### src/rtl/div_unit_pkg.sv
// rtl/div_unit_pkg.sv - shared divider definitions: FSM encoding and divide-by-zero result
//
// Contents:
//   div_state_t   : divider control states (IDLE, RUN, DONE)
//   DIV_MAX_WIDTH : widest operand the divider supports
//   DIV_ZERO_Q    : quotient returned on divide by zero (all ones), sliced to WIDTH by users
package div_unit_pkg;

    typedef enum logic [1:0] {
        ST_IDLE = 2'd0,
        ST_RUN  = 2'd1,
        ST_DONE = 2'd2
    } div_state_t;

    localparam int DIV_MAX_WIDTH = 64;

    localparam logic [DIV_MAX_WIDTH-1:0] DIV_ZERO_Q = '1;

endpackage

### src/rtl/div_unit_abs_neg.sv
// rtl/div_unit_abs_neg.sv - combinational two's-complement conditional negate
//
// Module div_abs_neg: o_val = i_neg ? -i_val : i_val.
// Used both to take operand magnitudes (i_neg = operand sign) and to apply
// the result signs after the unsigned iteration.
//   i_val : WIDTH-bit input value
//   i_neg : negate when high
//   o_val : WIDTH-bit result
module div_abs_neg
    import div_unit_pkg::*;
#(
    parameter int WIDTH = 32
) (
    input  logic [WIDTH-1:0] i_val,
    input  logic             i_neg,
    output logic [WIDTH-1:0] o_val
);

    // The most negative value maps onto itself, which read as unsigned is
    // exactly its magnitude, so no extra bit is needed here.
    assign o_val = i_neg ? (~i_val + WIDTH'(1)) : i_val;

endmodule

### src/rtl/div_unit.sv
// rtl/div_unit.sv - iterative radix-2 signed/unsigned divider, falling-edge clocked
//
// Ports:
//   clock     : only clock, all state changes on the falling edge
//   reset     : asynchronous active-low reset
//   start     : request a division (sampled only in IDLE)
//   sign_mode : 1 = signed, 0 = unsigned, latched with the operands
//   abort     : flush any in-flight operation, wins over start
//   dividend  : numerator, latched on an accepted start
//   divisor   : denominator, latched on an accepted start
//   q, r      : registered quotient / remainder, updated only with done
//   busy      : high from the accepting edge until the edge raising done
//   done      : one-cycle pulse, WIDTH+1 edges after the accepting edge
//   div_zero  : set with done when the latched divisor was zero
module div_unit
    import div_unit_pkg::*;
#(
    parameter int WIDTH = 32,
    parameter int CNT_W = $clog2(WIDTH) + 1
) (
    input  logic             clock,
    input  logic             reset,
    input  logic             start,
    input  logic             sign_mode,
    input  logic             abort,
    input  logic [WIDTH-1:0] dividend,
    input  logic [WIDTH-1:0] divisor,
    output logic [WIDTH-1:0] q,
    output logic [WIDTH-1:0] r,
    output logic             busy,
    output logic             done,
    output logic             div_zero
);

    div_state_t       r_state;
    logic [CNT_W-1:0] r_cnt;
    logic [WIDTH-1:0] r_quo;      // dividend magnitude shifting out, quotient bits shifting in
    logic [WIDTH-1:0] r_rem;      // partial remainder magnitude
    logic [WIDTH-1:0] r_dvs;      // divisor magnitude
    logic [WIDTH-1:0] r_dvd;      // raw dividend, returned as remainder on divide by zero
    logic             r_q_neg;
    logic             r_r_neg;
    logic             r_dz;

    logic             w_dvd_neg;
    logic             w_dvs_neg;
    logic [WIDTH-1:0] w_dvd_abs;
    logic [WIDTH-1:0] w_dvs_abs;
    logic [WIDTH:0]   w_shift;
    logic             w_ge;
    logic [WIDTH-1:0] w_diff;
    logic [WIDTH-1:0] w_q_fix;
    logic [WIDTH-1:0] w_r_fix;

    assign w_dvd_neg = sign_mode & dividend[WIDTH-1];
    assign w_dvs_neg = sign_mode & divisor[WIDTH-1];

    div_abs_neg #(.WIDTH(WIDTH)) u_abs_dvd (
        .i_val (dividend),
        .i_neg (w_dvd_neg),
        .o_val (w_dvd_abs)
    );

    div_abs_neg #(.WIDTH(WIDTH)) u_abs_dvs (
        .i_val (divisor),
        .i_neg (w_dvs_neg),
        .o_val (w_dvs_abs)
    );

    // Restoring step: the shifted remainder carries one guard bit so that
    // values up to 2*divisor-1 compare correctly. When the trial subtraction
    // succeeds the true difference is below the divisor, so the low WIDTH
    // bits of a modular subtract are exact.
    assign w_shift = {r_rem, r_quo[WIDTH-1]};
    assign w_ge    = (w_shift >= {1'b0, r_dvs});
    assign w_diff  = w_shift[WIDTH-1:0] - r_dvs;

    div_abs_neg #(.WIDTH(WIDTH)) u_fix_q (
        .i_val (r_quo),
        .i_neg (r_q_neg),
        .o_val (w_q_fix)
    );

    div_abs_neg #(.WIDTH(WIDTH)) u_fix_r (
        .i_val (r_rem),
        .i_neg (r_r_neg),
        .o_val (w_r_fix)
    );

    always_ff @(negedge clock or negedge reset) begin
        if (!reset) begin
            r_state  <= ST_IDLE;
            r_cnt    <= '0;
            r_quo    <= '0;
            r_rem    <= '0;
            r_dvs    <= '0;
            r_dvd    <= '0;
            r_q_neg  <= 1'b0;
            r_r_neg  <= 1'b0;
            r_dz     <= 1'b0;
            q        <= '0;
            r        <= '0;
            busy     <= 1'b0;
            done     <= 1'b0;
            div_zero <= 1'b0;
        end else begin
            done <= 1'b0;
            case (r_state)
                ST_IDLE: begin
                    if (start && !abort) begin
                        r_state <= ST_RUN;
                        r_cnt   <= CNT_W'(WIDTH);
                        r_quo   <= w_dvd_abs;
                        r_rem   <= '0;
                        r_dvs   <= w_dvs_abs;
                        r_dvd   <= dividend;
                        r_q_neg <= w_dvd_neg ^ w_dvs_neg;
                        r_r_neg <= w_dvd_neg;
                        r_dz    <= (divisor == '0);
                        busy    <= 1'b1;
                    end
                end
                ST_RUN: begin
                    if (abort) begin
                        r_state <= ST_IDLE;
                        r_cnt   <= '0;
                        busy    <= 1'b0;
                    end else begin
                        if (w_ge) begin
                            r_rem <= w_diff;
                            r_quo <= {r_quo[WIDTH-2:0], 1'b1};
                        end else begin
                            r_rem <= w_shift[WIDTH-1:0];
                            r_quo <= {r_quo[WIDTH-2:0], 1'b0};
                        end
                        r_cnt <= r_cnt - CNT_W'(1);
                        if (r_cnt == CNT_W'(1)) begin
                            r_state <= ST_DONE;
                        end
                    end
                end
                ST_DONE: begin
                    // Sign fix-up and result publication share this edge, so
                    // done lands on the edge after the last iteration.
                    r_state <= ST_IDLE;
                    busy    <= 1'b0;
                    if (!abort) begin
                        done     <= 1'b1;
                        div_zero <= r_dz;
                        q        <= r_dz ? DIV_ZERO_Q[WIDTH-1:0] : w_q_fix;
                        r        <= r_dz ? r_dvd : w_r_fix;
                    end
                end
                default: begin
                    r_state <= ST_IDLE;
                    r_cnt   <= '0;
                    busy    <= 1'b0;
                end
            endcase
        end
    end

endmodule

### config.mk
export PLATFORM = sky130hd
export DESIGN_NAME = div_unit
export DESIGN_NICKNAME = d
export VERILOG_FILES = /design/src/rtl/div_unit_pkg.sv /design/src/rtl/div_unit_abs_neg.sv /design/src/rtl/div_unit.sv
export SDC_FILE = /design/constraint.sdc
export NUM_CORES = 1
export LEC_CHECK = 0
export ABC_AREA = 1
export ABC_CLOCK_PERIOD_IN_PS = 5550
export CAP_MARGIN = 25
export CORE_MARGIN = 3
export CORE_UTILIZATION = 35
export DETAILED_ROUTE_END_ITERATION = 7
export PLACE_DENSITY_LB_ADDON = 0.05
export REMOVE_ABC_BUFFERS = 1
export SLEW_MARGIN = 20
export SYNTH_ARGS = -nofsm -noshare
export SYNTH_HDL_FRONTEND = slang
export SYNTH_SLANG_ARGS = --single-unit
### constraint.sdc
create_clock -name clock -period 5.55 [get_ports clock]
set_input_delay 0.555 -clock clock [delete_from_list [all_inputs] [get_ports clock]]
set_output_delay 0.555 -clock clock [all_outputs]
set_load 0.02 [all_outputs]
==> impl_results.html <==
<table>
<tr><th>Metric</th><th>Value</th></tr>
<tr><th colspan="2">Cells and area</th></tr>
<tr><td>Final core occ</td><td>42.7%</td></tr>
<tr><td>Count of nets after finishing</td><td>2515</td></tr>
<tr><td>Fraction of layout cells with a size suffix above 1</td><td>6.02%</td></tr>
<tr><td>Leading cell type in the layout, fill and taps excluded</td><td>nand2_1</td></tr>
<tr><td>Layout fillers</td><td>4549</td></tr>
<tr><td>Synth-to-Final Area Change</td><td>20.1%</td></tr>
<tr><td>Most frequent cells in the layout</td><td>nand2_1, inv_1, nand3_1</td></tr>
<tr><td>Final non-filler cell total</td><td>2965</td></tr>
<tr><td>Summed area of non-filler cells in the final layout</td><td>0.0180 sq mm</td></tr>
<tr><th colspan="2">Placed design</th></tr>
<tr><td>Routability-driven placement congestion ratio</td><td>0.942</td></tr>
<tr><td>DP Area</td><td>0.0170 sq mm</td></tr>
<tr><td>Placed insts</td><td>2914</td></tr>
<tr><td>Worst setup timing slack at the placement stage</td><td>0.135 ns</td></tr>
<tr><td>DP HPWL</td><td>40.8 mm</td></tr>
<tr><td>Count of input and output buffers</td><td>135</td></tr>
<tr><th colspan="2">Clock network</th></tr>
<tr><td>Cts bufs inserted</td><td>28</td></tr>
<tr><td>H-Tree Level Count</td><td>1</td></tr>
<tr><td>TritonCTS clock tree</td><td>done</td></tr>
<tr><td>Root buffer selected by CTS</td><td>clkbuf_16</td></tr>
<tr><td>CTS Buffer Depth</td><td>3</td></tr>
<tr><td>Number of hold-repair buffers added at the cts stage</td><td>0</td></tr>
<tr><td>Worst-path clk slew</td><td>0.04 ns</td></tr>
<tr><td>Total of cells resized after clock tree synthesis</td><td>0</td></tr>
<tr><td>Clk Latency, worst-skew pair</td><td>0.57 ns</td></tr>
<tr><td>Buffers inserted by post-CTS timing repair</td><td>0</td></tr>
<tr><td>Sinks on the clock net</td><td>206</td></tr>
<tr><th colspan="2">Global route</th></tr>
<tr><td>Congestion Overflow GR</td><td>0</td></tr>
<tr><td>Number of antenna violations at the first check in global routing</td><td>1</td></tr>
<tr><td>Maximum number of pins on one net before global-route repair</td><td>66</td></tr>
<tr><td>Via count of the first global-routing pass</td><td>14200</td></tr>
<tr><td>GRT Total Usage</td><td>22.8%</td></tr>
<tr><td>Wire length of the first global-routing pass</td><td>81.1 mm</td></tr>
<tr><th colspan="2">STA</th></tr>
<tr><td>Worst-case headroom to the max-slew limit</td><td>41.5%</td></tr>
<tr><td>Clock tree skew after final layout</td><td>0.0121 ns</td></tr>
<tr><td>Max-slew violation count</td><td>0</td></tr>
<tr><td>Slew of the pin with the lowest slew margin</td><td>0.870 ns</td></tr>
<tr><td>Number of hold violations in the final report</td><td>0</td></tr>
<tr><td>Unrepaired setup endpoints after global routing</td><td>no</td></tr>
<tr><td>Summed negative setup slack over all endpoints</td><td>0 ns</td></tr>
<tr><td>Count of endpoints failing setup in the final report</td><td>0</td></tr>
<tr><td>Smallest hold slack</td><td>0.425 ns</td></tr>
<tr><td>Worst Setup Slack, final</td><td>0.487 ns</td></tr>
<tr><th colspan="2">Run</th></tr>
<tr><td>Maximum Capacitance Violations</td><td>0</td></tr>
<tr><th colspan="2">Critical path</th></tr>
<tr><td>Critical Setup Path Class</td><td>register to primary output</td></tr>
<tr><td>Cell family with the largest share of critical-path delay</td><td>buffers and inverters</td></tr>
<tr><td>WP buf/inv</td><td>1</td></tr>
<tr><td>Library cell contributing the largest single delay on the critical path</td><td>clkdlybuf4s50_1</td></tr>
<tr><td>Critical Path, Cell by Cell</td><td>clkdlybuf4s50_1</td></tr>
<tr><td>Largest fanout of any net on the critical path</td><td>2</td></tr>
<tr><td>Arrival time of the worst setup path</td><td>4.51 ns</td></tr>
<tr><td>Worst Setup End Kind</td><td>primary output</td></tr>
<tr><td>Slowest cell delay on critical path</td><td>0.65 ns</td></tr>
<tr><td>Startpoint kind of the worst setup timing path</td><td>register</td></tr>
<tr><td>Required arrival time at the worst endpoint</td><td>4.99 ns</td></tr>
<tr><th colspan="2">Yosys</th></tr>
<tr><td>Number of warnings issued by yosys</td><td>0</td></tr>
<tr><td>Synth unique cells</td><td>55</td></tr>
<tr><td>Sequential share of the synthesized area</td><td>34.5%</td></tr>
<tr><td>Post-synthesis area per instance</td><td>6.57 sq um</td></tr>
<tr><td>Post-synthesis sequential element count</td><td>206</td></tr>
<tr><td>Gate Count Post-Synth</td><td>2274</td></tr>
<tr><td>Post-synthesis instance area</td><td>0.0149 sq mm</td></tr>
<tr><td>Commonest register cell after synthesis</td><td>dfrtn_1</td></tr>
<tr><td>EDFF count, synth</td><td>0</td></tr>
<tr><td>Share of synthesized flip-flops with an asynchronous set or reset</td><td>100%</td></tr>
<tr><th colspan="2">Route</th></tr>
<tr><td>Antenna violation net count after detailed routing</td><td>0</td></tr>
<tr><td>Post-detailed-routing wire length</td><td>51.7 mm</td></tr>
<tr><td>Vias post-DR</td><td>15100</td></tr>
<tr><td>Iteration-0 DRC count of the detailed router</td><td>1234</td></tr>
<tr><td>WL per Instance</td><td>17.4 microns</td></tr>
<tr><td>Vias per cell</td><td>5.08</td></tr>
<tr><td>DR DRC count</td><td>0</td></tr>
<tr><td>Initial DRT Pass Iterations</td><td>6</td></tr>
<tr><th colspan="2">Worst hold path</th></tr>
<tr><td>Class of the tightest hold or removal check</td><td>register to register</td></tr>
<tr><th colspan="2">Power and ir drop</th></tr>
<tr><td>Leakage dissipation</td><td>9.01 nW</td></tr>
<tr><td>Worst voltage drop across the vdd grid</td><td>0.000324 V</td></tr>
<tr><td>Cell Pwr Density</td><td>591 mW/mm^2</td></tr>
<tr><td>PnR Total Power</td><td>10.6 mW</td></tr>
<tr><th colspan="2">Die</th></tr>
<tr><td>Starting Density</td><td>35.6%</td></tr>
<tr><td>I/O pin total</td><td>136</td></tr>
<tr><td>Core outline area</td><td>0.0420 sq mm</td></tr>
<tr><td>Die Area</td><td>0.0452 sq mm</td></tr>
<tr><td>Die boundary width</td><td>213 microns</td></tr>
<tr><td>Std cell rows</td><td>75</td></tr>
<tr><td>Vert. Die Dim</td><td>213 microns</td></tr>
<tr><th colspan="2">Outcome</th></tr>
<tr><td>Outcome</td><td>completed</td></tr>
</table>
-- synth_stat cells, drive strengths merged (6+ instances only) --
cell | instances | share of area, %
o21ai | 158 | 5.3
xnor2 | 14 | 0.82
dfrtn | 206 | 34
nor3 | 32 | 1.2
inv | 339 | 8.5
nand4 | 31 | 1.3
ha | 38 | 3.2
clkinv | 7 | 0.18
nor2 | 202 | 5.5
o22ai | 9 | 0.38
nand3 | 230 | 8.0
a21oi | 73 | 2.5
a22o | 10 | 0.59
xor2 | 45 | 2.6
o22a | 9 | 0.53
nand2 | 711 | 18
nor4 | 6 | 0.25
o21bai | 7 | 0.35
clkbuf | 40 | 1.0
or2 | 11 | 0.46
buf | 32 | 1.3
o211ai | 31 | 1.6
-- worst paths after layout --
kind                            from   endpoint  slack [ns]  depth (start not counted)
max                            r[16]      r[16]        0.49                          1
min                             busy       busy        0.43                          2
max reg2reg                r_rem[19]   r_quo[0]        2.73                         11
min reg2reg                     busy       busy        0.43                          2
max in group asynchronous      reset  r_quo[28]        2.11                          2
min in group asynchronous      reset       r_dz        2.57                          1
-- logic make-up after synthesis --
kind of cell	share of synthesized area, %
and+or+nand+nor	35.3
DFF	34.5
xor gates and xnor gates	3.46
buffers and inverters	11.0
adders and majority gates	3.31
AOI/OAI and AO/OA	12.4
-- power breakdown --
group | switching, mW | internal, mW | leakage (nW)
combinational | 3.87 | 2.16 | 5.97
sequential | 0.563 | 2.15 | 2.59
clock | 0.726 | 1.15 | 0.454
total | 5.16 | 5.45 | 9.01
-- final cells by class --
| class | instances | area [sq um] | share of cell area [%] |
|---|---|---|---|
| multi-input combinational | 1650 | 8170 | 45.5 |
| sequential | 206 | 5150 | 28.7 |
| timing repair buffer | 175 | 1710 | 9.54 |
| tap | 539 | 674 | 3.76 |
| clock buffer | 44 | 821 | 4.57 |
| clock inverter | 4 | 120 | 0.669 |
| antenna | 1 | 2.50 | 0.0139 |
| inverter | 346 | 1300 | 7.23 |
-- sequential cells by signal, indices dropped and copies added (netlist names) --
register,cells
r_q_neg,1
q,32
r_cnt,6
busy,1
r_state,2
div_zero,1
r_r_neg,1
r_dz,1
r_dvd,32
r,32
r_quo,32
done,1
r_dvs,32
r_rem,32
-- routing by layer --
metal / global-route usage [%] / wire [microns] / vias to the layer above
met5: 0 / 0 / -
met3: 4.38 / 3650 / 40
met4: 4.45 / 792 / 0
met1: 35.7 / 26200 / 7072
li1: - / - / 7563
met2: 32.6 / 21100 / 402
(Power assumes the default switching activity.)
